$ cat src/rtl/seg7_scan_decoder.sv
// Seven-segment scan decoder: debounces strobed segment patterns per digit and
// exposes decoded digits over Avalon-MM. Optional error counter: SEG7_ERRCNT_EN.
module seg7_scan_decoder #(
    parameter int unsigned NUM_DIGITS    = 6,
    parameter int unsigned INVERT        = 0,
    parameter int unsigned STABLE_CYCLES = 4
) (
    input  logic                  clk,
    input  logic                  reset,
    input  logic [6:0]            seg_in,
    input  logic [NUM_DIGITS-1:0] digit_sel,
    input  logic [1:0]            avs_address,
    input  logic                  avs_read,
    output logic [31:0]           avs_readdata
);

    localparam int unsigned CNT_W = 8;
    localparam int unsigned SEG_W = 7;
    localparam int unsigned NIB_W = 4;
    localparam logic [CNT_W-1:0]      CNT_MAX = '1;
    localparam logic [CNT_W-1:0]      STABLE  = CNT_W'(STABLE_CYCLES);
    localparam logic [NUM_DIGITS-1:0] SEL_ONE = NUM_DIGITS'(1);

    logic [SEG_W-1:0]      pat;
    logic                  usable;
    logic                  same;
    logic                  commit;
    logic [CNT_W-1:0]      cnt_q, cnt_nxt;
    logic [NUM_DIGITS-1:0] prev_sel_q;
    logic [SEG_W-1:0]      prev_pat_q;

    logic [NIB_W-1:0]      dec_val;
    logic                  is_hex;
    logic                  is_blank;

    logic [NUM_DIGITS-1:0][NIB_W-1:0] nibble_q, nibble_nxt;
    logic [NUM_DIGITS-1:0] valid_q, valid_nxt;
    logic [NUM_DIGITS-1:0] blank_q, blank_nxt;
    logic [NUM_DIGITS-1:0] change_q, change_nxt;
    logic [NIB_W-1:0]      nib_new;
    logic                  rd_clr;
    logic [31:0]           rd_word;

    // Sample qualification and stability run length
    always_comb begin
        pat     = (INVERT != 0) ? ~seg_in : seg_in;
        usable  = (digit_sel != '0) && ((digit_sel & (digit_sel - SEL_ONE)) == '0);
        same    = usable && (digit_sel == prev_sel_q) && (pat == prev_pat_q);
        cnt_nxt = usable ? CNT_W'(1) : '0;
        if (same) begin
            cnt_nxt = (cnt_q == CNT_MAX) ? cnt_q : cnt_q + CNT_W'(1);
        end
        // A run saturated exactly at STABLE must not re-commit every cycle
        commit  = usable && (cnt_nxt == STABLE) && !(same && (cnt_q == STABLE));
    end

    // Pattern decode
    always_comb begin
        dec_val  = '0;
        is_hex   = 1'b1;
        is_blank = 1'b0;
        case (pat)
            7'h3F: dec_val = 4'h0;
            7'h06: dec_val = 4'h1;
            7'h5B: dec_val = 4'h2;
            7'h4F: dec_val = 4'h3;
            7'h66: dec_val = 4'h4;
            7'h6D: dec_val = 4'h5;
            7'h7D: dec_val = 4'h6;
            7'h07: dec_val = 4'h7;
            7'h7F: dec_val = 4'h8;
            7'h67: dec_val = 4'h9;
            7'h77: dec_val = 4'hA;
            7'h7C: dec_val = 4'hB;
            7'h39: dec_val = 4'hC;
            7'h5E: dec_val = 4'hD;
            7'h79: dec_val = 4'hE;
            7'h71: dec_val = 4'hF;
            7'h00: begin
                is_hex   = 1'b0;
                is_blank = 1'b1;
            end
            default: is_hex = 1'b0;
        endcase
    end

    // Digit register update; a change flag set this cycle beats a read-clear
    always_comb begin
        rd_clr     = avs_read && (avs_address == 2'd2);
        nibble_nxt = nibble_q;
        valid_nxt  = valid_q;
        blank_nxt  = blank_q;
        change_nxt = rd_clr ? '0 : change_q;
        nib_new    = '0;
        for (int i = 0; i < int'(NUM_DIGITS); i++) begin
            if (commit && digit_sel[i]) begin
                nib_new       = is_hex ? dec_val : (is_blank ? 4'h0 : nibble_q[i]);
                nibble_nxt[i] = nib_new;
                valid_nxt[i]  = is_hex;
                blank_nxt[i]  = is_blank;
                if ({nib_new, is_hex, is_blank} != {nibble_q[i], valid_q[i], blank_q[i]}) begin
                    change_nxt[i] = 1'b1;
                end
            end
        end
    end

`ifdef SEG7_ERRCNT_EN
    logic [15:0] err_q, err_nxt;

    always_comb begin
        err_nxt = err_q;
        if (commit && !is_hex && !is_blank && (err_q != 16'hFFFF)) begin
            err_nxt = err_q + 16'd1;
        end
    end

    always_ff @(posedge clk) begin
        if (reset) err_q <= '0;
        else       err_q <= err_nxt;
    end
`endif

    // Read data mux
    always_comb begin
        rd_word = '0;
        case (avs_address)
            2'd0: rd_word = 32'(nibble_q);
            2'd1: rd_word = {16'h0000, 8'(blank_q), 8'(valid_q)};
            2'd2: rd_word = 32'(change_q);
`ifdef SEG7_ERRCNT_EN
            2'd3: rd_word = {16'h0000, err_q};
`else
            2'd3: rd_word = '0;
`endif
            default: rd_word = '0;
        endcase
    end

    always_ff @(posedge clk) begin
        if (reset) begin
            cnt_q        <= '0;
            prev_sel_q   <= '0;
            prev_pat_q   <= '0;
            nibble_q     <= '0;
            valid_q      <= '0;
            blank_q      <= '0;
            change_q     <= '0;
            avs_readdata <= '0;
        end else begin
            cnt_q      <= cnt_nxt;
            prev_sel_q <= digit_sel;
            prev_pat_q <= pat;
            nibble_q   <= nibble_nxt;
            valid_q    <= valid_nxt;
            blank_q    <= blank_nxt;
            change_q   <= change_nxt;
            if (avs_read) avs_readdata <= rd_word;
        end
    end

endmodule

$ cat config.mk
export PLATFORM = sky130hd
export DESIGN_NAME = seg7_scan_decoder
export DESIGN_NICKNAME = d
export VERILOG_FILES = /design/src/rtl/seg7_scan_decoder.sv
export SDC_FILE = /design/constraint.sdc
export NUM_CORES = 1
export LEC_CHECK = 0
export CAP_MARGIN = 20
export CORE_ASPECT_RATIO = 1.1
export CORE_MARGIN = 3
export CORE_UTILIZATION = 30
export DETAILED_ROUTE_END_ITERATION = 10
export DONT_BUFFER_PORTS = 1
export PLACE_DENSITY = 0.55
export RECOVER_POWER = 100
export SYNTH_ARGS = -nofsm -noshare
export SYNTH_HDL_FRONTEND = slang
export SYNTH_SLANG_ARGS = --single-unit
$ cat constraint.sdc
create_clock -name clk -period 3 [get_ports clk]
set_input_delay 0.45 -clock clk [delete_from_list [all_inputs] [get_ports clk]]
set_output_delay 0.45 -clock clk [all_outputs]
set_load 0.02 [all_outputs]
==> summary.txt <==
Timing
  • Max-slew violation count: 0
  • Worst slew pin tran: 0.7558 ns
  • RSZ-0062 raised after global routing: false
  • TNS Setup: 0 ns
  • Hold slack: 0.1682 ns
  • Fmax: 0.3573 GHz
  • Slew Limit Headroom: 49.56%
  • Final Hold Vio Count: 0
  • Minimum clock period: 2.799 ns
  • Final setup vio count: 0
  • Clock Skews: 0.008397 ns
  • Fin crit share: 93.30%
  • Setup WS post-layout: 0.2009 ns

Worst setup path
  • CP peak stage delay: 0.46 ns
  • Crit path kind: reg2reg
  • Critical Path Fanout Max: 11
  • Slowest CP cell: and3_1
  • R2r startpoint: cnt_q[0]$_SDFF_PP0_
  • R2r worst-path depth: 9
  • Critical Path Sink Type: flop
  • Critical path startpoint category: flop
  • WP data required: 3.23 ns
  • WP data arrival: 3.03 ns
  • Worst path bufs/invs: 1
  • Worst-path cell chain: ha_1, or3b_1, a21oi_1, o211ai_1, nor4_1, buf_4, and3_1, nand2_2, a32o_2
  • CP top delay family: simple AND/OR/NAND/NOR gates
  • R2r setup slk: 0.20 ns
  • Reg2Reg Capture Point: nibble_q[22]$_SDFFE_PP0P_

Clock tree
  • Htree depth: 3
  • Num CTS Buffers: 9
  • Clock Path Buffers: 2
  • Hold_buf cts: 0
  • Clock sink count: 87
  • Clock Pin Slew Worst Setup and Hold Paths: 0.06 ns
  • Post-CTS Resized: 0
  • CTS Root Cell: clkbuf_16
  • TritonCTS clock tree: done
  • Skew-Pair Late Insertion Delay: 0.34 ns
  • Post CTS Setup Buffer Count: 0

Global route
  • First-pass GRT wire length: 20.64 mm
  • Gr ovfl total: 0
  • Vias in the first global route: 3843
  • Routing usage on met1: 18.69%
  • Total track usage: 15.08%
  • Initial antenna violation count: 0
  • Routing usage on met3: 3.615%
  • Largest net degree at the start of global routing: 61
  • Met2 Usage GRT: 25.30%
  • Grt peak-use layer: met2

Route
  • Drt wl/cell: 17.50 um
  • DRC Markers: 0
  • Antenna Violating Nets Remaining: 0
  • Routed WL: 12.63 mm
  • Via density: 5.551
  • DRT iter0 DRCs: 318
  • DRT Pass-1 Iters: 5
  • Detailed-route via count: 4008

Floorplanning
  • Die H: 136.2 um
  • IO Pins: 50
  • Core area: 14730 um2
  • Row Count: 46
  • Starting Density: 31.39%
  • Die Area: 16940 um2
  • Die width: 124.4 um

Status
  • Outcome: finished, final reports clean

Placed design
  • Port buffer count: 0
  • Hpwl dp: 8.994 mm
  • Setup slack at placement: 0.1910 ns
  • # placed instances: 706
  • Gpl congestion: 0.8638

Power and ir drop
  • PwrDens: 480.0 nW/um2
  • Pleak: 1.732 nW
  • Combinational power share: 5.9%
  • Net load switching power: 0.5379 mW
  • Clock power frac: 44.4%
  • Peak supply drop: 0.2466 mV
  • Sw Ratio: 22.65%
  • Share of power burned in registers: 49.7%
  • Power Internal: 1.837 mW

Finish
  • Layout cell share with drive strength beyond 1: 6.792%
  • Fillers: 1567
  • Commonest non-fill, non-tap cells in the layout: dfxtp_1 (87), nor2_1 (58), a21oi_1 (44)
  • Commonest non-fill, non-tap cell in the layout: dfxtp_1
  • Layout area overhead: 7.008%
  • Antenna Cells: 0
  • Post-route insts no fill: 722
  • # nets final: 545

Yosys
  • Post-synth cell types: 64
  • Yosys warning count: 0
  • Mapped Avg Cell Area: 8.470 um2
  • Post-synthesis register bit count: 87
  • Top_reg_cell synth: dfxtp_1
  • Synth Cell Area: 4624 um2
  • Post-Syn Instances: 546
  • Async set-reset flop share out of synthesis: 0%
  • Post-synth EDFFs: 0
  • Register area share after synthesis: 37.66%

Job
  • Max-cap violations: 0

Min path
  • Hold Path Stages: 1
  • Hold path start: reset
  • WHS Endpoint: prev_sel_q[2]$_SDFF_PP0_
  • Min-delay worst type: in2reg
## power groups by stage
stage	logic (mW)	clock network, mW	registers, mW
floorplan	0.161	0	1.21
global placement	0.139	0	1.21
detailed placement	0.141	0	1.21
CTS	0.142	1.09	1.18
global route	0.157	1.13	1.18
finish	0.141	1.05	1.18
## registers in the layout, indices dropped and copies added (netlist names)
register,cells
cnt_q,8
valid_q,6
nibble_q,24
avs_readdata,24
blank_q,6
prev_sel_q,6
prev_pat_q,7
change_q,6
## logic make-up (layout without fill, tap and decap cells)
| kind of cell | after synthesis | count (layout) | share of synthesized area [%] |
|---|---|---|---|
| xor gates and xnor gates | 25 | 25 | 4.735 |
| buffers and inverters | 57 | 34 | 6.737 |
| and+or+nand+nor | 224 | 224 | 25.76 |
| DFF | 87 | 87 | 37.66 |
| AOI/OAI and AO/OA | 134 | 134 | 20.83 |
| adders and majority gates | 3 | 3 | 0.7845 |
| other | 1 | 8 | 0.08109 |
| muxes | 15 | 15 | 3.409 |
## Yosys cell counts (2+ instances only)
master	instances	area (um2)
nand2_2	5	31.28
a32oi_1	4	35.03
and4_1	2	17.52
a32o_1	23	230.2
nor2_1	58	217.7
a21oi_1	44	220.2
a21o_1	2	15.01
buf_4	12	90.09
or3_1	2	12.51
nand4_1	10	62.56
or4_1	2	15.01
a211o_1	3	26.28
clkbuf_1	21	78.83
or4b_1	2	20.02
buf_6	5	56.30
a21boi_0	2	15.01
nand4b_1	2	17.52
and3_1	9	56.30
nand3b_1	3	22.52
nor2b_1	33	206.5
nand2_1	40	150.1
buf_2	12	60.06
mux2_2	6	67.56
a22oi_1	3	22.52
o22ai_1	11	68.82
o211ai_1	8	60.06
mux2i_1	9	90.09
inv_1	7	26.28
a211oi_1	10	75.07
or3b_1	4	35.03
o21ai_0	3	15.01
dfxtp_1	87	1742
a221oi_1	5	43.79
xor2_1	13	113.9
nor4_1	3	18.77
nor3b_1	3	22.52
nor3_1	13	65.06
xnor2_1	12	105.1
ha_1	2	25.02
and2_1	7	43.79
nand3_1	17	85.08
a31oi_1	5	31.28
## worst max path at each step
stage                              startpoint                         to  cells past startpoint
after global routing      cnt_q[0]$_SDFF_PP0_  nibble_q[20]$_SDFFE_PP0P_                      9
after global placement           digit_sel[2]  nibble_q[22]$_SDFFE_PP0P_                      7
final                     cnt_q[0]$_SDFF_PP0_  nibble_q[22]$_SDFFE_PP0P_                      9
after detailed placement         digit_sel[2]  nibble_q[21]$_SDFFE_PP0P_                      7
after floorplan                     seg_in[3]     change_q[5]$_SDFF_PP0_                      9
after CTS                 cnt_q[0]$_SDFF_PP0_  nibble_q[22]$_SDFFE_PP0P_                      9
## final cells by class
type                       instances  area, um2  area share (%)
clock buffer                      14      264.0           5.335
clock inverter                     2      13.76          0.2781
inverter                           7      26.28          0.5310
multi-input combinational        409       2591           52.36
sequential                        87       1742           35.20
tap                              192      240.2           4.855
timing repair buffer              11      71.32           1.441
## worst reg2reg max path: stages (launching register included)
cell,delay [ns]
dfxtp_1,0.37
ha_1,0.30
or3b_1,0.37
a21oi_1,0.15
o211ai_1,0.12
nor4_1,0.27
buf_4,0.21
and3_1,0.46
nand2_2,0.16
a32o_2,0.28
## metrics by stage
stage	cell area [um2]	power [mW]	utilization, %
4_1_cts	4966	2.409	33.70
2_1_floorplan	4651	1.366	-
5_1_grt	4949	2.467	33.59
3_5_place_dp	4688	1.348	31.82
3_3_place_gp	4688	1.346	31.82
6_report	4949	2.375	33.59
## layer usage
metal  wire length, um  up-vias
met4               285        0
met1              5446     1931
li1                  -     1925
met3               800       26
met5                 0        -
met2              6102      126
No activity file was read; power rests on OpenSTA's default activity.
